<file path="src/rtl/access_pkg.sv">
`default_nettype none
// ============================================================================
//  Module   : access_pkg
//  Purpose  : Shared widths and FSM encodings for the access-code initiator
//             and the access controller it drives.
//  Revision : 1.0  initial release
// ============================================================================
package access_pkg;

    localparam int DIGIT_W     = 4;
    localparam int NUM_DIGITS  = 4;

    // Width of the access controller's state_acc debug port.
    localparam int STATE_ACC_W = 3;

    typedef enum logic [2:0] {
        ST_IDLE   = 3'd0,
        ST_SEND   = 3'd1,
        ST_GAP    = 3'd2,
        ST_LOGOUT = 3'd3,
        ST_DONE   = 3'd4
    } tx_state_t;

endpackage
`default_nettype wire

</file>
<file path="src/rtl/access_code_tx_btn_oneshot.sv">
`default_nettype none
// ============================================================================
//  Module   : btn_oneshot
//  Purpose  : N-stage synchronizer for a raw pushbutton followed by a
//             rising-edge detector. pulse_o is high for one cycle per press.
//  Revision : 1.0  initial release
// ============================================================================
module btn_oneshot #(
    parameter int SYNC_STAGES = 2
) (
    input  logic clk,
    input  logic rst,       // asynchronous, active-low
    input  logic btn_i,
    output logic pulse_o
);

    logic [SYNC_STAGES-1:0] sync_q;
    logic                   prev_q;

    // Synchronizer chain plus one flop remembering the last synchronized level.
    always_ff @(posedge clk or negedge rst) begin
        if (!rst) begin
            sync_q <= '0;
            prev_q <= 1'b0;
        end else begin
            sync_q <= {sync_q[SYNC_STAGES-2:0], btn_i};
            prev_q <= sync_q[SYNC_STAGES-1];
        end
    end

    // Both operands come straight from flops, so the pulse is glitch-free and
    // lets the top register p_enter on the edge after the level settles.
    assign pulse_o = sync_q[SYNC_STAGES-1] & ~prev_q;

endmodule
`default_nettype wire

</file>
<file path="src/rtl/access_code_tx.sv">
`default_nettype none
// ============================================================================
//  Module   : access_code_tx
//  Purpose  : Generates the passnum / p_enter digit stream for the access
//             controller from a manual button, an auto-replayed 4-digit code,
//             or a logout request.
//  Revision : 1.0  initial release
// ============================================================================
module access_code_tx
    import access_pkg::*;
#(
    parameter int GAP_CYCLES  = 2,
    parameter int SYNC_STAGES = 2
) (
    input  logic                         clk,
    input  logic                         rst,        // asynchronous, active-low
    input  logic                         btn_enter,
    input  logic [DIGIT_W-1:0]           sw_digit,
    input  logic                         auto_start,
    input  logic [DIGIT_W*NUM_DIGITS-1:0] auto_code,
    input  logic                         logout_req,
    output logic [DIGIT_W-1:0]           passnum,
    output logic                         p_enter,
    output logic                         busy,
    output logic [1:0]                   digit_idx,
    output logic                         done
);

    localparam int              CODE_W   = DIGIT_W * NUM_DIGITS;
    localparam logic [3:0]      GAP_LOAD = 4'(GAP_CYCLES - 1);
    localparam logic [1:0]      LAST_IDX = 2'(NUM_DIGITS - 1);

    tx_state_t            state_q,   state_d;
    logic [DIGIT_W-1:0]   passnum_q, passnum_d;
    logic                 p_enter_q, p_enter_d;
    logic                 busy_q,    busy_d;
    logic [1:0]           idx_q,     idx_d;
    logic                 done_q,    done_d;
    logic [CODE_W-1:0]    shift_q,   shift_d;
    logic [3:0]           gap_q,     gap_d;

    logic                 btn_pulse;

    btn_oneshot #(
        .SYNC_STAGES (SYNC_STAGES)
    ) u_btn_oneshot (
        .clk     (clk),
        .rst     (rst),
        .btn_i   (btn_enter),
        .pulse_o (btn_pulse)
    );

    // State and output registers; every output is driven straight from a flop.
    always_ff @(posedge clk or negedge rst) begin
        if (!rst) begin
            state_q   <= ST_IDLE;
            passnum_q <= '0;
            p_enter_q <= 1'b0;
            busy_q    <= 1'b0;
            idx_q     <= '0;
            done_q    <= 1'b0;
            shift_q   <= '0;
            gap_q     <= '0;
        end else begin
            state_q   <= state_d;
            passnum_q <= passnum_d;
            p_enter_q <= p_enter_d;
            busy_q    <= busy_d;
            idx_q     <= idx_d;
            done_q    <= done_d;
            shift_q   <= shift_d;
            gap_q     <= gap_d;
        end
    end

    // Next-state and next-output logic for request arbitration and sequencing.
    always_comb begin
        state_d   = state_q;
        passnum_d = passnum_q;
        p_enter_d = 1'b0;
        busy_d    = busy_q;
        idx_d     = idx_q;
        done_d    = 1'b0;
        shift_d   = shift_q;
        gap_d     = gap_q;

        case (state_q)
            ST_IDLE: begin
                busy_d = 1'b0;
                // A manual strobe leaves the FSM in IDLE; skipping requests in
                // the cycle it is on the wire keeps p_enter from doubling up.
                if (!p_enter_q) begin
                    if (auto_start) begin
                        state_d   = ST_SEND;
                        passnum_d = auto_code[CODE_W-1 -: DIGIT_W];
                        shift_d   = {auto_code[CODE_W-DIGIT_W-1:0], {DIGIT_W{1'b0}}};
                        p_enter_d = 1'b1;
                        busy_d    = 1'b1;
                        idx_d     = '0;
                    end else if (logout_req) begin
                        state_d   = ST_LOGOUT;
                        p_enter_d = 1'b1;
                        busy_d    = 1'b1;
                        idx_d     = LAST_IDX;
                    end else if (btn_pulse) begin
                        p_enter_d = 1'b1;
                        passnum_d = sw_digit;
                    end
                end
            end

            ST_SEND, ST_LOGOUT: begin
                state_d = ST_GAP;
                gap_d   = GAP_LOAD;
            end

            ST_GAP: begin
                if (gap_q == 4'd0) begin
                    if (idx_q == LAST_IDX) begin
                        state_d = ST_DONE;
                        busy_d  = 1'b0;
                        done_d  = 1'b1;
                    end else begin
                        state_d   = ST_SEND;
                        idx_d     = idx_q + 2'd1;
                        passnum_d = shift_q[CODE_W-1 -: DIGIT_W];
                        shift_d   = {shift_q[CODE_W-DIGIT_W-1:0], {DIGIT_W{1'b0}}};
                        p_enter_d = 1'b1;
                    end
                end else begin
                    gap_d = gap_q - 4'd1;
                end
            end

            ST_DONE: begin
                state_d = ST_IDLE;
            end

            default: begin
                state_d = ST_IDLE;
                busy_d  = 1'b0;
            end
        endcase
    end

    assign passnum   = passnum_q;
    assign p_enter   = p_enter_q;
    assign busy      = busy_q;
    assign digit_idx = idx_q;
    assign done      = done_q;

endmodule
`default_nettype wire

</file>
<file path="config.mk">
export PLATFORM = sky130hd
export DESIGN_NAME = access_code_tx
export DESIGN_NICKNAME = d
export VERILOG_FILES = /design/src/rtl/access_pkg.sv /design/src/rtl/access_code_tx_btn_oneshot.sv /design/src/rtl/access_code_tx.sv
export SDC_FILE = /design/constraint.sdc
export NUM_CORES = 1
export LEC_CHECK = 0
export CORE_MARGIN = 1
export CORE_UTILIZATION = 51
export CTS_CLUSTER_SIZE = 28
export DETAILED_ROUTE_END_ITERATION = 8
export GPL_TIMING_DRIVEN = 0
export HOLD_SLACK_MARGIN = 0.12
export PLACE_DENSITY = 0.84
export SYNTH_ARGS = -nofsm -noshare
export SYNTH_HDL_FRONTEND = slang
export SYNTH_SLANG_ARGS = --single-unit
</file>
<file path="constraint.sdc">
create_clock -name clk -period 4.4 [get_ports clk]
set_clock_uncertainty 0.05 [all_clocks]
set_input_delay 0.44 -clock clk [delete_from_list [all_inputs] [get_ports clk]]
set_output_delay 0.44 -clock clk [all_outputs]
set_load 0.02 [all_outputs]
</file>
# ---- Yosys cells after proc, flatten, opt, wreduce, memory -nomap -nowiden
# Index checks and enable logic that the tools add are counted.
dict set report word_totals {
  ff_bits 35
  inputBits 25
}
dict set report op_classes {
  n_addsub 2
  eq_ne 14
  n_mux 42
  bitwise 3
  n_reduce_logical 12
}
# cell n
set ops {}
lappend ops {{16-bit 2-to-1 mux} 4}
lappend ops {{16-bit case mux with 2 select lines} 1}
lappend ops {{4-bit 2-to-1 mux} 7}
lappend ops {{4-bit case mux with 2 select lines} 2}
lappend ops {{3-bit 2-to-1 mux} 5}
lappend ops {{1-bit 2-to-1 mux} 14}
lappend ops {{2-bit != test, second input constant} 6}
lappend ops {{2-bit 2-to-1 mux} 5}
lappend ops {{5-bit AND reduction} 2}
lappend ops {{3-bit != test, second input constant} 3}
lappend ops {{3-bit case mux with 3 select lines} 1}
lappend ops {{3-bit by 2-bit equality test with 1-bit output, second input constant} 2}
lappend ops {{3-bit AND reduction} 2}
lappend ops {{6-bit AND reduction} 1}
lappend ops {{4-bit logical NOT} 1}
lappend ops {{2-bit case mux with 2 select lines} 1}
lappend ops {{2-bit nonzero test} 2}
lappend ops {{4-bit by 1-bit subtractor with 4-bit output, second input constant} 1}
lappend ops {{3-bit by 1-bit equality test with 1-bit output, second input constant} 1}
lappend ops {{3-bit equality test, second input constant} 1}
lappend ops {{3-bit logical NOT} 1}
lappend ops {{1-bit case mux with 3 select lines} 1}
lappend ops {{3-bit OR reduction} 1}
lappend ops {{2-bit by 1-bit adder with 2-bit output, second input constant} 1}
lappend ops {{6 further kinds} 7}

# ---- Logic depth before layout (Yosys ltp)
# Gate-level depths: netlist (run 1).
dict set report logic_depth {
  depth_word 7
  mapped_depth 8
  depth_no_buf 6
}

# ---- By module
# A second synthesis (run 1) with hierarchy kept.
dict set report hier_totals {
  cells_unflattened 152
  hier_area_um2 1536.5
}
# mod instances cells_per_inst area_each_um2 seq_area_each_um2
set modules_own_cells {}
lappend modules_own_cells {access_code_tx 1 148 1447.6 700.7}
lappend modules_own_cells {btn_oneshot 1 4 88.8 75.1}

# ---- Worst setup path after synthesis (run 1)
# OpenSTA, ideal clock, no wires.
dict set report synth_timing {
  path_kind {flip-flop to flip-flop}
  start {reg gap_q[0]}
  end {reg shift_q[12]}
  setup_time_ps 129
  arrival_time_ps 1739
  t_required_ps 4221
  setup_slack_ps 2482
  stages_incl_launch_ff 8
  n_path_buf 2
  path_cell_list {dfrtp_1 -> inv_1 -> ha_1 -> or3b_1 -> buf_6 -> a221oi_4 -> buf_4 -> a31oi_2}
}
dict set report synth_between {
  elab_chain_len 3
}
# item line_no
set synth_lines {}
lappend synth_lines {{start: declaration} access_code_tx.sv:40} ;# logic [3:0] gap_q, gap_d;
lappend synth_lines {{start signal: assignment} access_code_tx.sv:72} ;# gap_q <= gap_d;
lappend synth_lines {{4-bit logical NOT} access_code_tx.sv:118} ;# if (gap_q == 4'd0) begin
lappend synth_lines {{2-bit != test (no line)} --}
lappend synth_lines {{5-bit AND reduction (no line)} --}
lappend synth_lines {{end signal: assignment} access_code_tx.sv:71} ;# shift_q <= shift_d;
lappend synth_lines {{end: declaration} access_code_tx.sv:39} ;# logic [CODE_W-1:0] shift_q, shift_d;
# Every way passes these cells.
# A chain may end at the register's enable or synchronous reset.

# ---- Worst setup path after layout (run 1)
dict set report layout_timing {
  start {reg gap_q[0]}
  end {reg passnum_q[1] (netlist: passnum[1])}
}
dict set report layout_between {
  elab_chain_len 3
}
# item line_no
set layout_lines {}
lappend layout_lines {{4-bit logical NOT} access_code_tx.sv:118}
lappend layout_lines {{2-bit != test (no line)} --}
lappend layout_lines {{6-bit AND reduction (no line)} --}
lappend layout_lines {{end signal: assignment} access_code_tx.sv:66} ;# passnum_q <= passnum_d;
lappend layout_lines {{end: declaration} access_code_tx.sv:34} ;# logic [DIGIT_W-1:0] passnum_q, passnum_d;
# Every way passes these cells.

==> summary.md, run 1 <==
| Metric | Value |
|---|---|
| Warnings, synthesis | 0 |
| Number of top-level design ports | 34 |
| Violations in the final reports | DRC |
| Sequential-to-total area share from yosys stat | 49.1% |
| Maximum ir drop on the vdd rail | about 410 µV |
| Global routing usage on met3 | 7.59% |
| Worst path bufs/invs | 2 |
| Area grow syn2layout | 29.2% |
| CP Class | flop to flop |
| CTS tree | built |
| Flip-flop and latch count after synthesis | 31 |
| Average wire per cell in the routed design | 14.0 µm |
| Setup Viol. Count Final | 0 |
| Final design utilization | between 70% and 80% |
| Type of element launching the critical path | flop |
| Number of remaining DRC errors | 2 |
| Detailed-route via count | around 1300 |
| Number of placed instances with taps included | about 230 |
| GRT met2 Usage | about two fifths |
| Clock sink count | 31 |
| Syn_area_per_cell | ~9.7 µm² |
| First-pass GRT wire length | roughly 5.7 mm |
| Power density normalized to cell area | around 740 nW/µm² |
| Clock root buffer master | sky130_fd_sc_hd__clkbuf_4 |
| Post-route cell area | roughly 2000 µm² |
| Synthesized Nets | between 150 and 200 |
| Worst path slowest cell | sky130_fd_sc_hd__dfrtp_1 |
| Max-slew violations | 0 |
| GR peak layer | met2 |
| Synthesized area | roughly 1600 µm² |
| GRT Residual Overflow | 0 |
| Worst Hold Depth | 0 |
| Min Clock Period, post-route | 2.16 ns |
| Number of port buffers | 33 |
| Post-synthesis async set-or-reset flop share | 100% |
| Synthesized netlist cell count | 163 |
| Final worst path period share | 49.1% |
| Number of library cell types mapped by synthesis | 33 |
| Drt first-iter violations | 45 |
| Count of cell instances traversed by the critical path | 7 |
| Cell breakdown of the critical path | inv_1, ha_1, or3b_1, buf_6, a21oi_1, o21ai_0, mux2_2 |
| RSZ-0062 raised after global routing | no |
| Power consumption | ~1500 µW |
| Placed wire-length estimate | 2.46 mm |
| Clock Path Buffers | 2 |
| Maximum level of the CTS H-tree | 2 |
| Max-cap check violation count | 0 |
| Number of enable flip-flop cells after synthesis | 0 |
| Worst-case reg-to-reg path depth | 7 |
| Site Rows | 19 |
| Leakage power of the design | ~0.00090 µW |
| Height of the die | a little under 60 µm |
| Share of post-route cells with drive strength above 1 | 13.2% |
| Horizontal die dimension | just under 60 µm |
| Area of the die | roughly 3300 µm² |
| Maximum number of pins on one net before global-route repair | 32 |
| Number of failing hold endpoints at the final stage | 0 |
| Worst slew margin | 55.2% |
| Post-place instance area | 1950 µm² |
| Global routing usage summed across all routing layers | a little under a quarter |
| Gpl congestion | 0.826 |
| HP Class | flop to flop |
| Source-to-sink clock delay at the later pin of the worst-skew pair | about 0.34 ns |
| Detailed-routing iteration count for the pre-antenna-repair pass | 6 |
| FF-to-FF setup slack | around 2.2 ns |
| Predominant post-synthesis flop cell | sky130_fd_sc_hd__dfrtp_1 |
| Kind of end point of the critical path | flop |
| CTS clock-pin slew for the worst setup and hold paths | around 0.10 ns |
| Antenna diode count | 0 |
| CP Data Required Time | around 4.6 ns |
| Final wirelength | ~3.3 mm |
| Worst-path fanout max | 6 |
| Vias in the first global route | between 1000 and 1500 |
| Result of the run | complete, but fails checks |
| Core area | between 2000 and 3000 µm² |
| Initial Utilization | roughly 55% |
| TritonCTS Buffers | 5 |
| Avg Vias per Cell | 5.61 |
| Post-layout nets | roughly 230 |
| Worst path top cell family by delay | compound AO/OA/AOI/OAI gates |
| Data arrival time of the critical path | between 2 and 2.5 ns |
| Final total negative setup slack | 0 ns |
| Critical path's largest stage delay | 0.42 ns |
| PostCTS Resize Cnt | 0 |
| Number of antenna violations at the first check in global routing | 0 |
| Maximum operating frequency | 0.463 GHz |
| Final instance count without filler cells | between 200 and 250 |
| Global routing met1 resource utilization | 26.6% |
| Measured slew at the worst slew-check pin | about 0.67 ns |
| Routed Antenna Nets | 0 |
layout by cell type (no fill, tap or decap), drive strengths merged:
master | Yosys | routed
buf | 5 | 6
ha | 3 | 3
dfrtp | 31 | 31
mux2i | 6 | 6
nand2b | 1 | 1
or2 | 1 | 1
or3b | 2 | 2
dlygate4sd3 | 0 | 1
mux2 | 5 | 5
clkinv | 0 | 1
nor2b | 2 | 2
o32a | 1 | 1
inv | 10 | 10
o32ai | 1 | 1
nand3 | 6 | 6
a221oi | 1 | 1
a311oi | 1 | 1
and3 | 2 | 2
a21boi | 1 | 1
nor2 | 15 | 15
a21oi | 3 | 3
o21a | 1 | 1
nor4 | 1 | 1
o21ai | 14 | 14
nor3 | 2 | 2
nand2 | 28 | 28
o22a | 1 | 1
clkbuf | 4 | 10
a31oi | 10 | 10
clkdlybuf4s50 | 0 | 32
xor2 | 2 | 2
nor3b | 3 | 3
bufinv | 0 | 1
worst reg2reg max path, cell delays in order, from the launching register on:
cell,delay (ns)
sky130_fd_sc_hd__dfrtp_1,0.42
sky130_fd_sc_hd__inv_1,0.09
sky130_fd_sc_hd__ha_1,0.17
sky130_fd_sc_hd__or3b_1,0.36
sky130_fd_sc_hd__buf_6,0.14
sky130_fd_sc_hd__a21oi_1,0.19
sky130_fd_sc_hd__o21ai_0,0.28
sky130_fd_sc_hd__mux2_2,0.35
timing repair:
| item | in CTS | in global routing |
|---|---|---|
| hold buffers | 0 | 1 |
| buffers inserted | 0 | 0 |
| setup endpoints to repair | 0 | 0 |
| endpoints found under the hold margin | 0 | 21 |
cell type report:
type,count,area [µm²]
Fill cell,221,813
Sequential cell,31,776
Multi-Input combinational cell,113,711
Timing Repair Buffer,34,335
Buffer,9,55.1
Clock buffer,6,51.3
Tap cell,31,38.8
Inverter,10,37.5
Clock inverter,2,35.0
report_power, final:
| group | internal, µW | switching (µW) | total (µW) |
|---|---|---|---|
| Combinational | 364 | 428 | 792 |
| Clock | 134 | 102 | 236 |
| Sequential | 406 | 81.9 | 488 |
cell families after synthesis:
family / count (synthesis) / share of synthesized area, %
DFF: 31 / 49.1
AOI/OAI and AO/OA: 34 / 16.1
and+or+nand+nor: 63 / 18.1
adders and majority gates: 3 / 2.38
xor gates and xnor gates: 2 / 1.11
buffers and inverters: 19 / 5.86
muxes: 11 / 7.37
per-stage QoR:
step,setup WS [ns],hold WS [ns]
after floorplan,2.48,0.0944
after global placement,1.93,0.283
after detailed placement,1.91,0.290
after CTS,2.22,0.315
after global routing,2.08,0.317
final,2.24,0.312
final timing paths:
check	start	end
max reg2reg	gap_q[0]	passnum[1]
max	gap_q[0]	passnum[1]
min in group asynchronous	rst	gap_q[2]
min reg2reg	u_btn_oneshot.sync_q[0]	u_btn_oneshot.sync_q[1]
min	u_btn_oneshot.sync_q[0]	u_btn_oneshot.sync_q[1]
max in group asynchronous	rst	shift_q[10]
Yosys cell counts, types with 2 or more instances:
cell type / count / area share (%)
sky130_fd_sc_hd__dfrtp_1: 31 / 49
sky130_fd_sc_hd__nand2_1: 28 / 6.7
sky130_fd_sc_hd__nor2_1: 15 / 3.6
sky130_fd_sc_hd__o21ai_0: 14 / 4.4
sky130_fd_sc_hd__inv_1: 10 / 2.4
sky130_fd_sc_hd__a31oi_1: 6 / 2.4
sky130_fd_sc_hd__mux2i_1: 6 / 3.8
sky130_fd_sc_hd__nand3_1: 6 / 1.9
sky130_fd_sc_hd__mux2_2: 5 / 3.6
sky130_fd_sc_hd__a31oi_2: 4 / 3.2
sky130_fd_sc_hd__clkbuf_1: 4 / 0.95
sky130_fd_sc_hd__a21oi_1: 3 / 0.95
sky130_fd_sc_hd__ha_1: 3 / 2.4
sky130_fd_sc_hd__nor3b_1: 3 / 1.4
sky130_fd_sc_hd__and3_1: 2 / 0.79
sky130_fd_sc_hd__buf_2: 2 / 0.63
sky130_fd_sc_hd__buf_6: 2 / 1.4
sky130_fd_sc_hd__nor2b_1: 2 / 0.79
sky130_fd_sc_hd__nor3_1: 2 / 0.63
sky130_fd_sc_hd__xor2_1: 2 / 1.1
layer usage:
layer	wire length [µm]	vias up
met5	0	-
met4	65	0
met3	184	7
met2	1730	42
met1	1340	630
li1	-	644
sequential cells by signal, indices dropped and copies added (netlist names):
signal                cells
u_btn_oneshot.prev_q      1
passnum                   4
u_btn_oneshot.sync_q      2
state_q                   3
busy                      1
p_enter                   1
done                      1
digit_idx                 2
gap_q                     4
shift_q                  12
Note: power is estimated with default switching activity, not from simulation.
==> run 2, diff against run 1 <==
--- a/config.mk
+++ b/config.mk
@@ -6,12 +6,12 @@
 export NUM_CORES = 1
 export LEC_CHECK = 0
 export CORE_MARGIN = 1
-export CORE_UTILIZATION = 51
+export CORE_UTILIZATION = 50
 export CTS_CLUSTER_SIZE = 28
 export DETAILED_ROUTE_END_ITERATION = 8
 export GPL_TIMING_DRIVEN = 0
 export HOLD_SLACK_MARGIN = 0.12
-export PLACE_DENSITY = 0.84
+export PLACE_DENSITY = 0.83
 export SYNTH_ARGS = -nofsm -noshare
 export SYNTH_HDL_FRONTEND = slang
 export SYNTH_SLANG_ARGS = --single-unit
==> constraint.sdc (replaced) <==
create_clock -name clk -period 2.2 [get_ports clk]
set_clock_uncertainty 0.05 [all_clocks]
set_input_delay 0.22 -clock clk [delete_from_list [all_inputs] [get_ports clk]]
set_output_delay 0.22 -clock clk [all_outputs]
set_load 0.02 [all_outputs]
==> run 2 against run 1 <==
Compared with the run above: the run now ends clean; count of clock-buffer cells in the layout stayed put; design area up 1.3%; utilization fell by 3.3 points; register-to-register slack worse by 2.1 ns; die area is 1.9% higher; maximum frequency rose by 4.3%; largest power group unchanged; highest routed layer unchanged; total power rose by 100%; critical path type unchanged; sequential share of layout area decreased by 0.48 points.
==> summary.md, run 2 (synthesized netlist as in run 1, its figures left out) <==
| Metric | Value |
|---|---|
| HP Class | input pin to flop |
| Detailed-routed wire length on met3 | 172 µm (-6.5%) |
| CTS clock-pin slew for the worst setup and hold paths | 0.10 ns (about the same) |
| Net switching share of the total power | 40.6% (+0.21 points) |
| Antenna diode count | 0 (unchanged) |
| End point of the worst hold path | u_btn_oneshot.sync_q[0] |
| Core area | 3030 µm² (+6.1%) |
| Maximum ir drop on the vdd rail | 700 µV (+71%) |
| Routed Antenna Nets | 0 (unchanged) |
| Final total negative setup slack | 0 ns (unchanged) |
| R2R Path Start | gap_q[0] |
| Type of element launching the critical path | flop |
| Max-cap check violation count | 0 (unchanged) |
| Source-to-sink clock delay at the later pin of the worst-skew pair | 0.33 ns (about the same) |
| Initial Utilization | 52.1% (-3.2 points) |
| Most used cell along the critical path | sky130_fd_sc_hd__buf_6 |
| Switching power total | 1240 µW (+100%) |
| TritonCTS Buffers | 5 (unchanged) |
| Site Rows | 20 (+1) |
| Final wirelength | 3.35 mm (+1.2%) |
| Avg Vias per Cell | 5.40 (-3.6%) |
| Horizontal die dimension | 58.2 µm (+0.96%) |
| Post-place instance area | 1960 µm² (+0.83%) |
| Min Clock Period, post-route | 2.07 ns (-0.0884 ns) |
| Worst slew margin | 54.8% (-0.40 points) |
| Data arrival time of the critical path | 2.28 ns (-0.05 ns) |
| P_int | 1820 µW (+100%) |
| Clock network fraction of total power | 14.1% (-1.5 points) |
| Vias in the first global route | 1327 (+2.4%) |
| Kind of end point of the critical path | flop |
| Worst Hold Depth | 1 (+1) |
| Maximum operating frequency | 0.482 GHz (+4.3%) |
| Clock root buffer master | sky130_fd_sc_hd__clkbuf_4 |
| Leading cell type in the layout, fill and taps excluded | sky130_fd_sc_hd__clkdlybuf4s50_1 |
| CP Data Required Time | 2.40 ns (-2.17 ns) |
| Maximum level of the CTS H-tree | 2 (unchanged) |
| Max-slew violations | 0 (unchanged) |
| Average wire per cell in the routed design | 13.4 µm (-4.5%) |
| Height of the die | 58.2 µm (+0.96%) |
| Critical path's largest stage delay | 0.43 ns (about the same) |
| Worst path slowest cell | sky130_fd_sc_hd__dfrtp_1 |
| Post-route cell area | 2070 µm² (+1.3%) |
| Number of remaining DRC errors | 0 (-2) |
| Maximum number of pins on one net before global-route repair | 32 (unchanged) |
| Sequential Power Share | 32.2% (about the same) |
| FF-to-FF setup slack | 0.13 ns (-2.11 ns) |
| Critical R2R Capture | shift_q[13] |
| RSZ-0062 raised after global routing | yes |
| Top routing layer in use | met4 |
| Detailed-route via count | 1351 (+2.1%) |
| Clock sink count | 31 (unchanged) |
| Number of failing hold endpoints at the final stage | 0 (unchanged) |
| Register name with the most flops | shift_q |
| GRT Residual Overflow | 0 (unchanged) |
| Number of top-level design ports | 34 (unchanged) |
| Number of port buffers | 33 (unchanged) |
| Placed wire-length estimate | 2.48 mm (+0.96%) |
| Worst hold path startpoint | btn_enter |
| Setup Viol. Count Final | 0 (unchanged) |
| Global routing usage summed across all routing layers | 23.1% (-0.31 points) |
| Worst path top cell family by delay | compound AO/OA/AOI/OAI gates |
| Share of post-route cells with drive strength above 1 | 15.0% (+1.9 points) |
| Detailed-routing iteration count for the pre-antenna-repair pass | 6 (unchanged) |
| Worst-case reg-to-reg path depth | 8 (+1) |
| Post-layout nets | 234 (+0.86%) |
| Clock Path Buffers | 2 (unchanged) |
| Drt first-iter violations | 114 (+150%) |
| Area of the die | 3390 µm² (+1.9%) |
| Worst path bufs/invs | 3 (+1) |
| Gpl congestion | 0.812 (-1.8%) |
| Leading cell types in the layout, fill and taps excluded | sky130_fd_sc_hd__clkdlybuf4s50_1, sky130_fd_sc_hd__dfrtp_1, sky130_fd_sc_hd__nand2_1 |
| Number of antenna violations at the first check in global routing | 0 (unchanged) |
| Power density normalized to cell area | 1480 nW/µm² (+99%) |
| Sum of routed wire segments on met1 | 1.38 mm (+3.1%) |
| Cell breakdown of the critical path | inv_2, ha_2, or3b_1, buf_6, a221oi_4, buf_6, nor2_1, a31oi_2 |
| Final worst path period share | 94.3% (+45 points) |
| Leakage power of the design | 0.000902 µW (-0.20%) |
| Number of flip-flops under the largest register name | 12 (unchanged) |
| Measured slew at the worst slew-check pin | 0.679 ns (+0.00604 ns) |
| CTS tree | built |
| Worst-path fanout max | 10 (+4) |
| CP Class | flop to flop |
| First-pass GRT wire length | 5.77 mm (+0.72%) |
| Combinational share of power | 53.8% (+1.6 points) |
| Wire length on met2 | 1.68 mm (-2.8%) |
| Result of the run | complete, no violations |
| Area grow syn2layout | 30.8% |
## run 2: worst reg2reg max path: cells and delay by family (launching register included)
kind / cells / cell delay [ns]
AO/OA/AOI/OAI: 2 / 0.51
adder cells (fa/ha/maj): 1 / 0.17
buffers and inverters: 3 / 0.42
flip-flops: 1 / 0.43
AND/OR/NAND/NOR: 2 / 0.41
## run 2: repair_timing
| item | 4_1_cts | 5_1_grt |
|---|---|---|
| hold buffers | 0 | 1 |
| setup endpoints to repair | 0 | 17 |
| buffers inserted | 0 | 2 |
| hold endpoints to repair | 0 | 31 |
| resized for setup | 0 | 7 |
## run 2: per-stage QoR
step | utilization (%) | worst slack [ns] | cells | total power, µW | hold slack, ns
floorplan | - | 0.282 | 163 | 2110 | -0.126
global placement | 64.9 | -0.0352 | 240 | 2500 | 0.282
detailed placement | 64.9 | -0.0721 | 240 | 2570 | 0.286
CTS | 67.2 | 0.0437 | 247 | 3010 | 0.275
global route | 68.2 | -0.00514 | 250 | 3310 | 0.262
finish | 68.2 | 0.126 | 250 | 3050 | 0.287
## run 2: per-layer routing
| metal | vias up | global-route usage, % |
|---|---|---|
| li1 | 648 | - |
| met1 | 641 | 25.9 |
| met2 | 48 | 38.9 |
| met3 | 14 | 5.36 |
| met4 | 0 | 15.6 |
| met5 | - | 0 |
## run 2: how the worst max path moves through the flow
| stage | slack (ns) | endpoint | cells past startpoint | startpoint |
|---|---|---|---|---|
| after floorplan | 0.28 | shift_q[12] | 7 | gap_q[0] |
| after global placement | -0.04 | passnum[3] | 5 | auto_start |
| after detailed placement | -0.07 | passnum[2] | 5 | auto_start |
| after CTS | 0.04 | passnum[2] | 7 | gap_q[0] |
| after global routing | -0.005 | shift_q[4] | 8 | gap_q[0] |
| final | 0.13 | shift_q[13] | 8 | gap_q[0] |
## run 2: final cells by class
class	instances	area (µm²)
fill	247	962
sequential	31	776
multi-input combinational	113	717
timing repair buffer	36	350
buffer	9	58.8
tap	44	55.1
clock buffer	6	41.3
inverter	10	37.5
clock inverter	1	30.0
## run 2: power by group through the flow
stage	clock, µW	sequential [µW]	combinational (µW)
3_3_place_gp	0	974	1520
6_report	430	982	1640
3_5_place_dp	0	987	1590
5_1_grt	458	1020	1830
4_1_cts	436	975	1590
2_1_floorplan	0	1040	1070
==> run 3, diff against run 2 <==
--- a/config.mk
+++ b/config.mk
@@ -12,6 +12,7 @@
 export GPL_TIMING_DRIVEN = 0
 export HOLD_SLACK_MARGIN = 0.12
 export PLACE_DENSITY = 0.83
+export SLEW_MARGIN = 20
 export SYNTH_ARGS = -nofsm -noshare
 export SYNTH_HDL_FRONTEND = slang
 export SYNTH_SLANG_ARGS = --single-unit
==> run 3 against run 2 <==
Compared with the run above: critical path depth did not move; design area rose by 0.85%; non-clock buffer count rose by 3; final cell count rose by 1.6%; sequential share of layout area fell by 0.32 points; global-route usage fell by 0.39 points; count of clock-buffer cells in the layout did not move; worst setup slack improved by 0.0090 ns; hold slack improved by 0.0020 ns; clock power fell by 24%; utilization rose by 0.58 points; register-to-register slack barely moved; largest power group unchanged.
==> summary.md, run 3 (synthesized netlist as in run 1, its figures left out) <==
| Metric | Value |
|---|---|
| Worst slew margin | 55.6% (+0.88 points) |
| Kind of end point of the critical path | flop |
| Initial Utilization | 52.1% (unchanged) |
| Routed Antenna Nets | 0 (unchanged) |
| Site Rows | 20 (unchanged) |
| Gpl congestion | 0.812 (unchanged) |
| Final worst path period share | 93.8% (-0.41 points) |
| Maximum number of pins on one net before global-route repair | 32 (unchanged) |
| Maximum operating frequency | 0.484 GHz (+0.44%) |
| Maximum level of the CTS H-tree | 2 (unchanged) |
| Max-cap check violation count | 0 (unchanged) |
| Count of cell instances traversed by the critical path | 8 (unchanged) |
| Max-slew violations | 0 (unchanged) |
| Setup Viol. Count Final | 0 (unchanged) |
| Clock Path Buffers | 2 (unchanged) |
| Maximum ir drop on the vdd rail | 658 µV (-6.0%) |
| Placed wire-length estimate | 2.47 mm (-0.49%) |
| Worst path top cell family by delay | compound AO/OA/AOI/OAI gates |
| CP Data Required Time | 2.42 ns (+0.02 ns) |
| Vias in the first global route | 1287 (-3.0%) |
| FF-to-FF setup slack | 0.14 ns (about the same) |
| Number of port buffers | 33 (unchanged) |
| Leading cell type in the layout, fill and taps excluded | sky130_fd_sc_hd__clkdlybuf4s50_1 |
| Leading cell types in the layout, fill and taps excluded | sky130_fd_sc_hd__clkdlybuf4s50_1, sky130_fd_sc_hd__dfrtp_1, sky130_fd_sc_hd__nand2_1 |
| Leakage power of the design | 0.000910 µW (+0.86%) |
| Worst-path fanout max | 6 (-4) |
| Source-to-sink clock delay at the later pin of the worst-skew pair | 0.34 ns (about the same) |
| Power consumption | 3030 µW (-0.79%) |
| CTS clock-pin slew for the worst setup and hold paths | 0.10 ns (about the same) |
| R2R Path Start | gap_q[0] |
| Result of the run | complete, no violations |
| Clock root buffer master | sky130_fd_sc_hd__clkbuf_4 |
| Area grow syn2layout | 31.9% |
| Number of flip-flops under the largest register name | 12 (unchanged) |
| Detailed-routing iteration count for the pre-antenna-repair pass | 4 (-2) |
| HP Class | input pin to flop |
| Worst path slowest cell | sky130_fd_sc_hd__dfrtp_1 |
| Number of placed instances with taps included | 240 (unchanged) |
| Height of the die | 58.2 µm (unchanged) |
| Final design utilization | 68.8% (+0.58 points) |
| Area of the die | 3390 µm² (unchanged) |
| Avg Vias per Cell | 5.43 (+0.54%) |
| Drt first-iter violations | 72 (-37%) |
| Power density normalized to cell area | 1450 nW/µm² (-1.6%) |
| Horizontal die dimension | 58.2 µm (unchanged) |
| End point of the worst hold path | u_btn_oneshot.sync_q[0] |
| Data arrival time of the critical path | 2.28 ns (about the same) |
| Worst Hold Depth | 1 (unchanged) |
| Clock sink count | 31 (unchanged) |
| Critical R2R Capture | shift_q[12] |
| Average wire per cell in the routed design | 13.4 µm (+0.16%) |
| Global routing usage summed across all routing layers | 22.7% (-0.39 points) |
| Min Clock Period, post-route | 2.06 ns (-0.00903 ns) |
| Antenna diode count | 0 (unchanged) |
| Register name with the most flops | shift_q |
| Post-layout nets | 237 (+1.3%) |
| First-pass GRT wire length | 5.64 mm (-2.3%) |
| Worst-case reg-to-reg path depth | 8 (unchanged) |
| CP Class | flop to flop |
| Number of remaining DRC errors | 0 (unchanged) |
| CTS tree | built |
| Final total negative setup slack | 0 ns (unchanged) |
| GRT Residual Overflow | 0 (unchanged) |
| Number of top-level design ports | 34 (unchanged) |
| RSZ-0062 raised after global routing | no |
| Count of filler cells inserted in the layout | 236 (-4.5%) |
| Worst path bufs/invs | 3 (unchanged) |
| Core area | 3030 µm² (unchanged) |
| Final wirelength | 3.41 mm (+1.8%) |
| Detailed-route via count | 1380 (+2.1%) |
| Final instance count without filler cells | 254 (+1.6%) |
| Critical path's largest stage delay | 0.43 ns (about the same) |
| Worst hold path startpoint | btn_enter |
| Share of post-route cells with drive strength above 1 | 17.1% (+2.1 points) |
| Type of element launching the critical path | flop |
| Cell breakdown of the critical path | inv_2, ha_4, or3b_4, buf_6, a221oi_4, buf_4, nor2_1, a31oi_2 |
| Measured slew at the worst slew-check pin | 0.665 ns (-0.0132 ns) |
| Number of failing hold endpoints at the final stage | 0 (unchanged) |
| TritonCTS Buffers | 5 (unchanged) |
| Number of antenna violations at the first check in global routing | 0 (unchanged) |
## run 3: how the worst max path moves through the flow
stage                             end       start
after global placement     passnum[3]  auto_start
after floorplan           shift_q[12]    gap_q[0]
final                     shift_q[12]    gap_q[0]
after CTS                  passnum[2]    gap_q[0]
after detailed placement   passnum[3]  auto_start
after global routing       shift_q[4]    gap_q[0]
## run 3: what timing repair did
item,CTS,global route
endpoints found under the setup margin,0,17
hold endpoints to repair,31,0
setup buffers,0,4
gates resized for setup,0,10
hold buffers,1,0
## run 3: stage by stage
stage	area (µm²)	setup WS, ns	hold slack [ns]
finish	2080	0.135	0.289
CTS	2020	0.0371	0.285
global placement	1960	-0.0352	0.282
floorplan	1580	0.282	-0.126
detailed placement	1960	-0.0686	0.241
global route	2080	0.0323	0.270
## run 3: final cells by class
type / instances / area (µm²) / share of cell area, %
Buffer: 9 / 58.8 / 2.82
Clock buffer: 6 / 41.3 / 1.98
Clock inverter: 2 / 12.5 / 0.601
Inverter: 10 / 37.5 / 1.80
Multi-Input combinational cell: 113 / 729 / 35.0
Sequential cell: 31 / 776 / 37.2
Tap cell: 44 / 55.1 / 2.64
Timing Repair Buffer: 39 / 373 / 17.9
## run 3: routing by layer
layer  global-route usage (%)  vias to the layer above  share of wire [%]  wire (µm)
met5                        0                        -                  0          0
met2                     39.2                       54                 53       1800
li1                         -                      651                  -          -
met1                     25.9                      668                 40       1350
met3                     5.13                        7                5.7        195
met4                     12.6                        0                1.8         63
## run 3: power breakdown
group	total (µW)	leakage (µW)	internal, µW	switching, µW
clock network	326	0.0000282	123	202
registers	981	0.000375	813	168
logic	1720	0.000507	816	907
total	3030	0.000910	1750	1280
